<file path="src/rtl/seq_detect_sequencer_if.sv">
// Word-side handshake, detector link and result bus of seq_detect_sequencer.
// slave = sequencer side, master = word source / detector side.
interface seq_detect_sequencer_if #(
   parameter int WORD_W = 8,
   parameter int CNT_W  = 4
);
   logic [WORD_W-1:0] word_in;
   logic              word_valid;
   logic              word_ready;
   logic              ser_out;
   logic              det_reset;
   logic              det_hit;
   logic              busy;
   logic              done;
   logic [WORD_W-1:0] hit_mask;
   logic [CNT_W-1:0]  hit_count;

   modport slave (
      input  word_in, word_valid, det_hit,
      output word_ready, ser_out, det_reset,
      output busy, done, hit_mask, hit_count
   );

   modport master (
      output word_in, word_valid, det_hit,
      input  word_ready, ser_out, det_reset,
      input  busy, done, hit_mask, hit_count
   );
endinterface

</file>
<file path="src/rtl/seq_detect_sequencer.sv">
// Shifts parallel words MSB-first into a serial detector and collects hits.
// SEQ_CHAIN_EN: detector is cleared only for the first word after reset.
module seq_detect_sequencer #(
   parameter int WORD_W = 8,
   parameter int CNT_W  = 4
) (
   input logic                   clock,
   input logic                   reset,
   seq_detect_sequencer_if.slave sq_if
);
   localparam int KW = (WORD_W > 1) ? $clog2(WORD_W) : 1;

   typedef enum logic [2:0] {
      IDLE, CLR, SHIFT, DRAIN, DONE
   } state_e;

   state_e            state_q;
   logic [WORD_W-1:0] sreg_q;
   logic [WORD_W-1:0] ptr_q;
   logic [WORD_W-1:0] mask_q;
   logic [CNT_W-1:0]  cnt_q;
   logic [CNT_W-1:0]  cnt_d;
   logic [KW-1:0]     k_q;
   logic              ser_q;
   logic              busy_q;
   logic              done_q;
   logic              ready_q;
   logic              accept;
   logic              sample;
`ifdef SEQ_CHAIN_EN
   logic              first_q;
`endif

   assign accept = ready_q & sq_if.word_valid;
   // F lags the bit presented by one cycle
   assign sample = sq_if.det_hit &
                   (((state_q == SHIFT) & (k_q != '0)) |
                    (state_q == DRAIN));
   assign cnt_d  = (sample & (cnt_q != '1)) ?
                   cnt_q + CNT_W'(1) : cnt_q;

   always_ff @(posedge clock) begin
      if (reset) begin
         state_q <= IDLE;
         sreg_q  <= '0;
         ptr_q   <= '0;
         mask_q  <= '0;
         cnt_q   <= '0;
         k_q     <= '0;
         ser_q   <= 1'b0;
         busy_q  <= 1'b0;
         done_q  <= 1'b0;
         ready_q <= 1'b1;
`ifdef SEQ_CHAIN_EN
         first_q <= 1'b1;
`endif
      end else begin
         if (sample) mask_q <= mask_q | ptr_q;
         cnt_q <= cnt_d;
         unique case (state_q)
            IDLE: begin
               if (accept) begin
                  ready_q <= 1'b0;
                  busy_q  <= 1'b1;
                  mask_q  <= '0;
                  cnt_q   <= '0;
                  k_q     <= '0;
                  ptr_q   <= {1'b1, {(WORD_W-1){1'b0}}};
`ifdef SEQ_CHAIN_EN
                  first_q <= 1'b0;
                  if (first_q) begin
                     sreg_q  <= sq_if.word_in;
                     state_q <= CLR;
                  end else begin
                     ser_q   <= sq_if.word_in[WORD_W-1];
                     sreg_q  <= sq_if.word_in << 1;
                     state_q <= SHIFT;
                  end
`else
                  sreg_q  <= sq_if.word_in;
                  state_q <= CLR;
`endif
               end
            end
            CLR: begin
               ser_q   <= sreg_q[WORD_W-1];
               sreg_q  <= sreg_q << 1;
               state_q <= SHIFT;
            end
            SHIFT: begin
               if (k_q != '0) ptr_q <= ptr_q >> 1;
               if (k_q == KW'(WORD_W-1)) begin
                  ser_q   <= 1'b0;
                  state_q <= DRAIN;
               end else begin
                  ser_q  <= sreg_q[WORD_W-1];
                  sreg_q <= sreg_q << 1;
                  k_q    <= k_q + KW'(1);
               end
            end
            DRAIN: begin
               done_q  <= 1'b1;
               state_q <= DONE;
            end
            DONE: begin
               done_q  <= 1'b0;
               busy_q  <= 1'b0;
               ready_q <= 1'b1;
               state_q <= IDLE;
            end
            default: state_q <= IDLE;
         endcase
      end
   end

   assign sq_if.word_ready = ready_q;
   assign sq_if.ser_out    = ser_q;
   assign sq_if.det_reset  = reset | (state_q == CLR);
   assign sq_if.busy       = busy_q;
   assign sq_if.done       = done_q;
   assign sq_if.hit_mask   = mask_q;
   assign sq_if.hit_count  = cnt_q;
endmodule

</file>
<file path="src/flat_wrapper.sv">
// flat-port wrapper written by rule: the top's interface ports become plain ports
module seq_detect_sequencer_flat 
#(
   parameter int WORD_W = 8,
   parameter int CNT_W  = 4
)
  (clock, reset, sq_if_word_in, sq_if_word_valid, sq_if_det_hit, sq_if_word_ready, sq_if_ser_out, sq_if_det_reset, sq_if_busy, sq_if_done, sq_if_hit_mask, sq_if_hit_count);
  seq_detect_sequencer_if #(.WORD_W(WORD_W), .CNT_W(CNT_W)) sq_if_i ();
  input logic clock;
  input logic reset;
  input wire logic [$bits(sq_if_i.word_in)-1:0] sq_if_word_in;
  input wire logic [$bits(sq_if_i.word_valid)-1:0] sq_if_word_valid;
  input wire logic [$bits(sq_if_i.det_hit)-1:0] sq_if_det_hit;
  output wire logic [$bits(sq_if_i.word_ready)-1:0] sq_if_word_ready;
  output wire logic [$bits(sq_if_i.ser_out)-1:0] sq_if_ser_out;
  output wire logic [$bits(sq_if_i.det_reset)-1:0] sq_if_det_reset;
  output wire logic [$bits(sq_if_i.busy)-1:0] sq_if_busy;
  output wire logic [$bits(sq_if_i.done)-1:0] sq_if_done;
  output wire logic [$bits(sq_if_i.hit_mask)-1:0] sq_if_hit_mask;
  output wire logic [$bits(sq_if_i.hit_count)-1:0] sq_if_hit_count;
  assign sq_if_i.word_in = sq_if_word_in;
  assign sq_if_i.word_valid = sq_if_word_valid;
  assign sq_if_i.det_hit = sq_if_det_hit;
  assign sq_if_word_ready = sq_if_i.word_ready;
  assign sq_if_ser_out = sq_if_i.ser_out;
  assign sq_if_det_reset = sq_if_i.det_reset;
  assign sq_if_busy = sq_if_i.busy;
  assign sq_if_done = sq_if_i.done;
  assign sq_if_hit_mask = sq_if_i.hit_mask;
  assign sq_if_hit_count = sq_if_i.hit_count;
  seq_detect_sequencer #(.WORD_W(WORD_W), .CNT_W(CNT_W)) u_core (.clock(clock), .reset(reset), .sq_if(sq_if_i));
endmodule
</file>
<file path="config.mk">
export PLATFORM = sky130hd
export DESIGN_NAME = seq_detect_sequencer_flat
export DESIGN_NICKNAME = d
export VERILOG_FILES = /design/src/rtl/seq_detect_sequencer_if.sv /design/src/rtl/seq_detect_sequencer.sv /design/src/flat_wrapper.sv
export SDC_FILE = /design/constraint.sdc
export NUM_CORES = 1
export LEC_CHECK = 0
export CAP_MARGIN = 10
export CELL_PAD_IN_SITES_DETAIL_PLACEMENT = 1
export CELL_PAD_IN_SITES_GLOBAL_PLACEMENT = 1
export CORE_MARGIN = 8
export CORE_UTILIZATION = 42
export DETAILED_ROUTE_END_ITERATION = 10
export PLACE_DENSITY_LB_ADDON = 0.1
export SETUP_SLACK_MARGIN = 0.15
export SYNTH_ARGS = -nofsm -noshare
export SYNTH_HDL_FRONTEND = slang
export SYNTH_SLANG_ARGS = --single-unit
</file>
<file path="constraint.sdc">
create_clock -name clock -period 2.2 [get_ports clock]
set_input_delay 0.44 -clock clock [delete_from_list [all_inputs] [get_ports clock]]
set_output_delay 0.44 -clock clock [all_outputs]
set_load 0.01 [all_outputs]
</file>
# [Word-level counts from Yosys, hierarchy flattened]
# Index checks and enable logic that the tools add are counted.
# Widths: inputs -> output; s select.
[word_totals] reg_bits=38 in_bits=12 word_cells=66
[classes] addsub=2 n_eq_ne=10 muxes=25 bitwise=7 n_reduce_logical=12
[op_table] op="$mux 8" n=7
[op_table] op="$pmux 8 s3" n=1
[op_table] op="$pmux 8 s2" n=1
[op_table] op="$mux 3" n=4
[op_table] op="$mux 4" n=3
[op_table] op="$pmux 3 s4" n=1
[op_table] op="$reduce_and 3->1" n=3
[op_table] op="$or 8x8->8" n=1
[op_table] op="$pmux 1 s2" n=4
[op_table] op="$reduce_bool 2->1" n=4
[op_table] op="$eq 3x2->1 const B" n=2
[op_table] op="$eq 3x3->1 const B" n=2
[op_table] op="$ne 2x2->1 const B" n=3
[op_table] op="$pmux 3 s2" n=1
[op_table] op="$reduce_bool 3->1" n=2
[op_table] op="$add 4x1->4 const B" n=1
[op_table] op="$and 1x1->1" n=4
[op_table] op="$ne 4x4->1 const B" n=1
[op_table] op="$reduce_and 2->1" n=2
[op_table] op="$add 3x1->3 const B" n=1
[op_table] op="$eq 3x1->1 const B" n=1
[op_table] op="$logic_not 3->1" n=1
[op_table] op="$mux 1" n=3
[op_table] op="$ne 2x1->1 const B" n=1
[op_table] op="$or 1x1->1" n=2

# [Longest topological paths before layout]
# Gate-level depths: netlist (run 1).
[depth] ltp_word=8 mapped_depth=7

# [Least setup slack after synthesis (run 1)]
# OpenSTA, ideal clock, no wires.
[synth_timing] path_type="flip-flop to flip-flop" startpoint="register u_core.k_q[0]" endpoint="register u_core.cnt_q[1], in the netlist u_core.sq_if.hit_count[1]" arrival_ns=1.411 required_time_ns=2.083 path_slack_ns=0.672 path_stages_with_launch=7 synth_period_minus_slack_ns=1.528 cell_sequence="dfxtp_1 -> inv_1 -> ha_1 -> nor3b_1 -> a311oi_1 -> mux2i_1 -> nor2_1"
[synth_via] elab_chain_cells=8
[synth_lines] element="from (decl)" line_no="seq_detect_sequencer.sv:23" text="logic [KW-1:0] k_q;"
[synth_lines] element="from (signal assigned)" line_no="seq_detect_sequencer.sv:98" text="k_q <= k_q + KW'(1);"
[synth_lines] element="$reduce_bool 3->1 *" line_no="seq_detect_sequencer.sv:37" text="(((state_q == SHIFT) & (k_q != '0)) |"
[synth_lines] element="$and 1x1->1 *" line_no="seq_detect_sequencer.sv:37"
[synth_lines] element="$or 1x1->1 *" line_no="seq_detect_sequencer.sv:37"
[synth_lines] element="$and 1x1->1 *" line_no="seq_detect_sequencer.sv:36" text="assign sample = sq_if.det_hit &"
[synth_lines] element="$and 1x1->1 *" line_no="seq_detect_sequencer.sv:39" text="assign cnt_d = (sample & (cnt_q != '1)) ?"
[synth_lines] element="$mux 4 *" line_no="seq_detect_sequencer.sv:39"
[synth_lines] element="$mux 4" line_no="seq_detect_sequencer.sv:62" text="if (accept) begin"
[synth_lines] element="$mux 4 *" line_no="seq_detect_sequencer.sv:60" text="unique case (state_q)"
[synth_lines] element="to (signal assigned)" line_no="seq_detect_sequencer.sv:59" text="cnt_q <= cnt_d;"
[synth_lines] element="to (decl)" line_no="seq_detect_sequencer.sv:21" text="logic [CNT_W-1:0] cnt_q;"
# Mark *: on every way between the ends. The rest lies on a longest branch, timed or not.
# A chain may end at the register's enable or synchronous reset.

# [Worst setup path in the final report (run 1)]
[layout_timing] startpoint="register u_core.k_q[0]" endpoint="register u_core.mask_q[4], in the netlist u_core.sq_if.hit_mask[4]"
[layout_via] elab_chain_cells=7
[layout_lines] element="$reduce_bool 3->1 *" line_no="seq_detect_sequencer.sv:37"
[layout_lines] element="$and 1x1->1 *" line_no="seq_detect_sequencer.sv:37"
[layout_lines] element="$or 1x1->1 *" line_no="seq_detect_sequencer.sv:37"
[layout_lines] element="$and 1x1->1 *" line_no="seq_detect_sequencer.sv:36"
[layout_lines] element="$mux 8 *" line_no="seq_detect_sequencer.sv:58" text="if (sample) mask_q <= mask_q | ptr_q;"
[layout_lines] element="$mux 8" line_no="seq_detect_sequencer.sv:62"
[layout_lines] element="$mux 8 *" line_no="seq_detect_sequencer.sv:60"
[layout_lines] element="to (signal assigned)" line_no="seq_detect_sequencer.sv:58"
[layout_lines] element="to (decl)" line_no="seq_detect_sequencer.sv:20" text="logic [WORD_W-1:0] mask_q;"
# Marks and branches as above.

==> results.cfg, run 1 <==
[run_status]
status = finished, final reports clean

[grt]
grt_pass1_wl_um = 6930
gr-total-overflow = 0
grt_pass1_vias = 1482
grt_max_degree = 28
antenna_found_initial = 0
grt_usage = 0.136

[setup_path]
endpoint_kind = flip-flop
cp_max_fo = 9
r2r_slack_ns = 0.39
cp_data_arrival_time_ns = 1.98
r2r_start = u_core.k_q[0]$_SDFFE_PP0P_
critPathLaunchType = flip-flop
r2r-end = u_core.sq_if.hit_mask[4]$_SDFF_PP0_
reg2reg_depth = 6
required_ns = 2.38
crit_type = flip-flop to flip-flop

[cts]
cts_setup_buffers = 0
insertion_delay_ns = 0.29
clk_pin_slew_ns = 0.08
cts_htree_levels = 2
cts_buffers = 5
cts_sinks = 38
tritoncts = built
clockBufferDepth = 2
hold_buffers = 0
ctsRootBufferMaster = clkbuf_8

[place]
hpwl_um = 2890
pre_cts_ws_ns = 0.120
io_buffers = 28
gp_congestion = 0.776

[floorplan]
fp.dieArea_sq_mm = 0.00633
fp.dieH_um = 79.6
io_pins = 29
die_x_um = 79.6
core-area_sq_mm = 0.00394
start_util = 0.430
rows = 23

[yosys]
synthCells = 179
ys.flop_type = dfxtp_1
ys_top_cells_by_count = 38 x dfxtp_1, 21 x a21oi_1, 20 x nor2_1
yosysTopAreaCell = dfxtp_1
synth_area_sq_mm = 0.00170
netlist.area_leader.share = 0.448
yosys.cell_types.count = 39
yosysSeqAreaShare = 0.448
avgSynthCellArea_sq_um = 9.48
ys_ff_latch = 38
synth.area.top_cells = dfxtp_1 45%, a21oi_1 6.2%, mux2i_1 5.3%
ys_async_sr_fraction = 0
synth.most_common_cell = dfxtp_1
yosysWarnings = 0
syn-num-nets = 195
synth_edf_count = 0

[sta]
max_slew_margin = 0.556
clock.fmax_ghz = 0.554
hold_violations = 0
drv_slew = 0
worst_slack_ns = 0.394
worst_pin_slew_ns = 0.664
finalSetupViolCount = 0
finClkSkew_ns = 0.00724
min_period_ns = 1.81
min_period_over_period = 0.821
finalSetupTns_ns = 0
rsz0062_at_grt = false

[pwr]
p_per_area_mw_per_mm2 = 763
vdd_drop_max_v = 0.000350
p_leak_nw = 0.763
power_mw = 1.64

[routing]
drt-pass1-iter-count = 4
post_drt_wl_per_cell_um = 15.7
routed_via_density = 5.29
vias = 1392
drt_iter0_markers = 25
drc_errors = 0
ant_nets = 0
wirelength_um = 4140

[hold_path]
hold-path-cell-count = 2
hold_path.class = flip-flop to flip-flop
hold_start = u_core.ptr_q[0]$_SDFFE_PP0P_
min_to = u_core.ptr_q[0]$_SDFFE_PP0P_

[cells_and_area]
syn_to_final_growth_pct = 26.5
diodes = 0
fillers = 438
drive_above_1_share = 0.136
nNetsFinal = 228

[flow_run]
maxCapViolCount = 0
## sequential cells by signal (all words and copies together), names as in the netlist
signal and flops:
u_core.ptr_q 8, u_core.sq_if.hit_mask 8, u_core.sreg_q 8, u_core.sq_if.hit_count 4
u_core.k_q 3, u_core.state_q 3, u_core.sq_if.busy 1, u_core.sq_if.done 1
u_core.sq_if.ser_out 1, u_core.sq_if.word_ready 1
## per-layer routing
metal | up-vias | share of wire | GRT usage
met2 | 19 | 0.55 | 0.244
met4 | 0 | 0.0099 | 0.0556
met5 | - | 0 | 0
met1 | 664 | 0.41 | 0.144
met3 | 4 | 0.036 | 0.0439
li1 | 705 | - | -
## final cells by class
class,instances,area [sq um],share of cell area
flip-flops and latches,38,762,0.355
well taps,50,62.6,0.0291
multi-input cells,127,860,0.400
clock buffers,5,68.8,0.0321
repair buffers,35,335,0.156
clock inverters,3,40.0,0.0186
inverters,5,18.8,0.00874
## critical path, cell delays in order (launching register included)
cell and delay [ns]:
dfxtp_1 0.34, inv_1 0.09, ha_1 0.19, nor3b_1 0.57, nor2_2 0.21, a21oi_1 0.22, nor2_1 0.07
## how the worst max path moves through the flow
stage / slack, ns / cells after the start / startpoint / end
after floorplan: 0.67 / 6 / u_core.k_q[0]$_SDFFE_PP0P_ / u_core.sq_if.hit_count[1]$_SDFF_PP0_
after global placement: 0.16 / 3 / reset / sq_if_det_reset
after detailed placement: 0.12 / 5 / sq_if_word_valid / u_core.ptr_q[0]$_SDFFE_PP0P_
after CTS: 0.15 / 3 / reset / sq_if_det_reset
after global routing: 0.16 / 6 / u_core.k_q[0]$_SDFFE_PP0P_ / u_core.sq_if.hit_mask[4]$_SDFF_PP0_
final: 0.39 / 6 / u_core.k_q[0]$_SDFFE_PP0P_ / u_core.sq_if.hit_mask[4]$_SDFF_PP0_
## repair_timing
action,4_1_cts,5_1_grt
gates resized for setup,1,1
pin swaps,0,0
endpoints found under the setup margin,1,1
## layout by cell type (no fill, tap or decap), types with 2 or more instances in the layout
master	n
clkinv_2	2
clkdlybuf4s50_1	27
nor3_1	3
nor4_1	2
clkbuf_8	5
inv_1	5
nand2b_1	5
a211oi_1	11
buf_4	7
mux2i_1	9
nand2_1	15
o21ai_0	2
a211oi_2	2
dfxtp_1	37
nand3_1	10
ha_1	4
nor2_1	20
a21oi_1	21
nand3b_1	3
a21o_2	2
## power by group
group / switching [mW] / leakage [nW] / internal [mW] / total [mW]
Clock: 0.251 / 0.0579 / 0.334 / 0.584
Sequential: 0.0328 / 0.310 / 0.727 / 0.760
Combinational: 0.157 / 0.396 / 0.138 / 0.295
## logic make-up (layout without fill, tap and decap cells)
kind of cell / Yosys count / after routing / synth area share
muxes: 9 / 9 / 0.0531
DFF: 38 / 38 / 0.448
and+or+nand+nor: 65 / 65 / 0.203
adders and majority gates: 4 / 4 / 0.0295
buffers and inverters: 14 / 48 / 0.0450
AOI/OAI and AO/OA: 47 / 47 / 0.200
xor gates and xnor gates: 2 / 2 / 0.0214
## metrics by stage
stage / utilization / area, sq um / hold slack, ns / instances
after CTS: 0.544 / 2140 / 0.475 / 263
after global placement: 0.516 / 2030 / 0.443 / 255
after global routing: 0.545 / 2150 / 0.492 / 263
after floorplan: - / 1700 / 0.432 / 179
final: 0.545 / 2150 / 0.474 / 263
after detailed placement: 0.516 / 2030 / 0.463 / 255
Note: power is estimated with default switching activity, not from simulation.
==> run 2, diff against run 1 <==
- CORE_UTILIZATION: 42 -> 36
- clock period: 2.2 -> 1.59 ns (I/O delays scaled with it)
==> run 2 against run 1 <==
  * Combinational power rose by 110%
  * Critical path depth fell by 3
  * Critical endpoint is now sq_if_det_reset
  * Total power up 43%
  * Global-route usage increased by 0.11 points
  * Count of clock-buffer cells in the layout is 2 higher
  * Routed wire length up 19%
  * Largest cell class unchanged
  * Highest routed layer unchanged
  * Non-clock buffer count grew 20
==> results.cfg, run 2 (same netlist as run 1, synthesis figures left out) <==
[setup_path]
crit_path_max_incr_delay_ns = 0.43
slowest_stage = clkdlybuf4s50_1
endpoint_kind = output port
path_buf_inv = 2
cp_max_fo = 2
startpoint = reset
crit_type = input port to output port
critPathTopFamily = buffers and inverters
critical_path_depth = 3
critPathLaunchType = input port
crit_chain = clkdlybuf4s50_1 -> a21o_2 -> dlygate4sd2_1
required_ns = 1.27
r2r_start = u_core.k_q[1]$_SDFFE_PP0P_
reg2reg_depth = 6
cp_data_arrival_time_ns = 1.23

[pwr]
p_per_area_mw_per_mm2 = 914
vdd_drop_max_v = 0.000520
seqPwrFrac = 0.448
pwr-share-clk = 0.286
power.switching_mw = 0.673
p_comb_frac = 0.266
p_leak_nw = 0.980
power_mw = 2.34
intPower_mw = 1.67
p_sw_frac = 0.287

[routing]
drc_errors = 0
post_drt_wl_per_cell_um = 17.1
routed_via_density = 5.31
drt_iter0_markers = 34
drt-pass1-iter-count = 3
ant_nets = 0
vias = 1534
wirelength_um = 4940

[grt]
grt_max_degree = 28
grt_pass1_vias = 1733
use_met3 = 0.0341
met2_usage = 0.258
grt_usage = 0.138
antenna_found_initial = 0
grt_use_met1 = 0.146
busiest_layer = met2
gr-total-overflow = 0
grt_pass1_wl_um = 8070

[hold_path]
hold_path.class = flip-flop to flip-flop
hold-path-cell-count = 2
hold_start = u_core.sq_if.hit_mask[6]$_SDFF_PP0_

[run_status]
status = finished, final reports clean

[floorplan]
rows = 25
fp.dieH_um = 84.7
io_pins = 29
start_util = 0.366
core-area_sq_mm = 0.00463
die_x_um = 84.7
fp.dieArea_sq_mm = 0.00717

[cells_and_area]
diodes = 0
final_common_cell = dfxtp_1
final_area_sq_mm = 0.00256
multi_input_area_sq_mm = 0.00108
ff_latch_area_sq_um = 783
fillers = 512
nNetsFinal = 250
layout_common_cells = 30 x dfxtp_1, 20 x buf_4, 17 x dlygate4sd2_1
fin_util = 0.553
drive_above_1_share = 0.391
syn_to_final_growth_pct = 51.0

[place]
placed_cell_area_sq_mm = 0.00213
io_buffers = 28
hpwl_um = 3190
gp_congestion = 0.775

[flow_run]
maxCapViolCount = 0

[sta]
worst_pin_slew_ns = 0.503
rsz0062_at_grt = true
min_period_over_period = 0.976
hold_violations = 0
finalSetupViolCount = 0
clock.fmax_ghz = 0.644
drv_slew = 0
finClkSkew_ns = 0.00465
max_slew_margin = 0.656
min_period_ns = 1.55
holdWs_ns = 0.478

[cts]
clk_pin_slew_ns = 0.07
cts_buffers = 5
insertion_delay_ns = 0.28
hold_buffers = 0
tritoncts = built
clockBufferDepth = 2
ctsRootBufferMaster = clkbuf_8
cts_htree_levels = 2
cts_sinks = 38
[run 2: path summary, 6_finish.rpt]
check | end | slack [ns]
max | sq_if_det_reset | 0.04
min | u_core.sq_if.hit_mask[6]$_SDFF_PP0_ | 0.48
min reg2reg | u_core.sq_if.hit_mask[6]$_SDFF_PP0_ | 0.48
max reg2reg | u_core.sq_if.hit_count[1]$_SDFF_PP0_ | 0.11
[run 2: tightest hold or removal path: stages (launching register included)]
cell and delay (ns):
dfxtp_1 0.34, a21oi_2 0.04, nor2_1 0.07
[run 2: stage by stage]
step                TNS (ns)  setup slack (ns)  std cells
finish                     0            0.0380        289
global route               0           0.00171        289
CTS                        0            0.0148        286
detailed placement     -4.68            -0.231        270
global placement       -3.69            -0.190        270
floorplan                  0             0.118        179
[run 2: power groups by stage]
stage	clock, mW	sequential (mW)	combinational (mW)
after floorplan	0	1.06	0.315
after global placement	0	1.06	0.456
after detailed placement	0	1.06	0.476
after CTS	0.696	1.05	0.542
after global routing	0.745	1.06	0.669
final	0.669	1.05	0.623
[run 2: cell type report]
cell class	instances	area share
repair buffers	55	0.201
clock inverters	1	0.00195
well taps	54	0.0264
inverters	5	0.00928
clock buffers	7	0.0337
flip-flops and latches	38	0.306
multi-input cells	129	0.422
[run 2: routing by layer]
layer | share of wire | vias to the layer above
li1 | - | 757
met1 | 0.40 | 751
met2 | 0.55 | 18
met3 | 0.032 | 8
met4 | 0.015 | 0
met5 | 0 | -
[run 2: what timing repair did]
action,CTS,global route
gates cloned,1,1
buffers inserted,7,2
pin swaps,14,28
gates resized for setup,56,29
setup endpoints to repair,47,33
==> run 3, diff against run 2 <==
- CORE_UTILIZATION: 36 -> 37
- CTS_BUF_LIST: unset -> sky130_fd_sc_hd__clkbuf_2
==> run 3 against run 2 <==
  * Via count decreased by 0.59%
  * Total power grew 1.0%
  * Critical path depth grew 3
  * Critical path type is now flip-flop to flip-flop
  * Clock power up 12%
  * Die area is 2.2% lower
  * Largest power group unchanged
  * Global-route usage down 0.29 points
==> results.cfg, run 3 (same netlist as run 1, synthesis figures left out) <==
[grt]
grt_pass1_vias = 1660
antenna_found_initial = 0
gr-total-overflow = 0
grt_max_degree = 28
grt_usage = 0.135
grt_pass1_wl_um = 7910

[cts]
clk_pin_slew_ns = 0.21
cts_buffers = 5
hold_buffers = 0
insertion_delay_ns = 0.39
ctsRootBufferMaster = clkbuf_2
cts_sinks = 38
cts_htree_levels = 2
tritoncts = built
clockBufferDepth = 2

[sta]
drv_slew = 0
hold_violations = 0
min_period_over_period = 0.965
clock.fmax_ghz = 0.652
finalSetupViolCount = 0
rsz0062_at_grt = true
worst_pin_slew_ns = 0.380
max_slew_margin = 0.740
min_period_ns = 1.53
finClkSkew_ns = 0.0125

[hold_path]
hold_path.class = flip-flop to flip-flop
hold_start = u_core.sq_if.hit_mask[0]$_SDFF_PP0_

[cells_and_area]
fin_util = 0.576
syn_to_final_growth_pct = 48.8
layout_common_cells = 26 x buf_4, 19 x dfxtp_1, 18 x nor2_1
drive_above_1_share = 0.420
diodes = 0
nNetsFinal = 253
final_common_cell = buf_4
final_area_sq_mm = 0.00252
final_cells = 290

[run_status]
status = finished, final reports clean

[setup_path]
cp_max_fo = 7
crit_chain = inv_4 -> ha_4 -> and3b_4 -> a2111o_1 -> nand2_1 -> a21oi_2
startpoint = u_core.k_q[0]$_SDFFE_PP0P_
critPathLaunchType = flip-flop
crit_path_max_incr_delay_ns = 0.43
r2r_start = u_core.k_q[0]$_SDFFE_PP0P_
slowest_stage = dfxtp_4
crit_type = flip-flop to flip-flop
cp_data_arrival_time_ns = 1.82
endpoint_kind = flip-flop
required_ns = 1.88

[flow_run]
maxCapViolCount = 0

[place]
post-place-cells = 268
io_buffers = 28
placed_cell_area_sq_mm = 0.00213
hpwl_um = 3220
gp_congestion = 0.749

[routing]
drc_errors = 0
post_drt_wl_per_cell_um = 16.6
drt-pass1-iter-count = 4
ant_nets = 0
vias = 1525
routed_via_density = 5.26
wirelength_um = 4810
drt_iter0_markers = 55

[pwr]
power_mw = 2.36
p_leak_nw = 0.977
vdd_drop_max_v = 0.000524
p_per_area_mw_per_mm2 = 937

[floorplan]
fp.dieArea_sq_mm = 0.00701
fp.dieH_um = 83.7
io_pins = 29
rows = 24
die_x_um = 83.7
core-area_sq_mm = 0.00438
start_util = 0.387
run 3: cell types whose count changed in the layout (fill, tap and decap cells not counted), moves of 3 or more:
cell,before,now
dfxtp_2,3,13
dfxtp_1,30,19
a211oi_1,5,10
buf_4,20,26
a211oi_2,7,2
dlygate4sd2_1,17,14
nor2_1,15,18
clkbuf_8,6,0
clkbuf_2,0,5
run 3: worst max-delay path, delay by kind of cell (launching register included):
kind	cells	cell delay, ns
flops	1	0.43
simple gates	2	0.33
buf+inv	1	0.05
fa+ha+maj	1	0.16
compound gates	2	0.47
run 3: worst paths after layout:
path	endpoint	slack [ns]	cells past startpoint
max	u_core.ptr_q[0]$_SDFFE_PP0P_	0.06	6
min reg2reg	u_core.sq_if.hit_mask[0]$_SDFF_PP0_	0.48	2
min	u_core.sq_if.hit_mask[0]$_SDFF_PP0_	0.48	2
max reg2reg	u_core.ptr_q[0]$_SDFFE_PP0P_	0.06	6
run 3: timing repair:
action | 4_1_cts | 5_1_grt
cloned | 0 | 1
setup endpoints to repair | 50 | 39
pin swaps | 17 | 19
resized for setup | 61 | 30
setup buffers | 5 | 8
run 3: cell type report:
| class | count | area, sq um |
|---|---|---|
| Sequential cell | 38 | 800 |
| Clock buffer | 5 | 25.0 |
| Timing Repair Buffer | 59 | 519 |
| Multi-Input combinational cell | 128 | 1030 |
| Fill cell | 483 | 1860 |
| Clock inverter | 3 | 63.8 |
| Tap cell | 52 | 65.1 |
| Inverter | 5 | 21.3 |
run 3: routing by layer:
layer | vias to the layer above | global-route usage | wire (um)
met5 | - | 0 | 0
met4 | 0 | 0.0502 | 28
met3 | 4 | 0.0391 | 157
met2 | 23 | 0.224 | 2370
met1 | 741 | 0.159 | 2250
li1 | 757 | - | -
run 3: where the power goes:
| part | internal, mW | switching, mW | leakage [nW] |
|---|---|---|---|
| clock | 0.419 | 0.334 | 0.0506 |
| combinational | 0.289 | 0.277 | 0.607 |
| sequential | 1.00 | 0.0424 | 0.319 |
| total | 1.71 | 0.653 | 0.977 |
run 3: stage by stage:
stage                     setup TNS, ns  setup WS (ns)  hold WS, ns
final                                 0         0.0554        0.484
after global routing                  0         0.0125        0.485
after CTS                             0         0.0169        0.494
after floorplan                       0          0.118        0.432
after detailed placement          -5.24         -0.252        0.462
after global placement            -4.06         -0.203        0.445
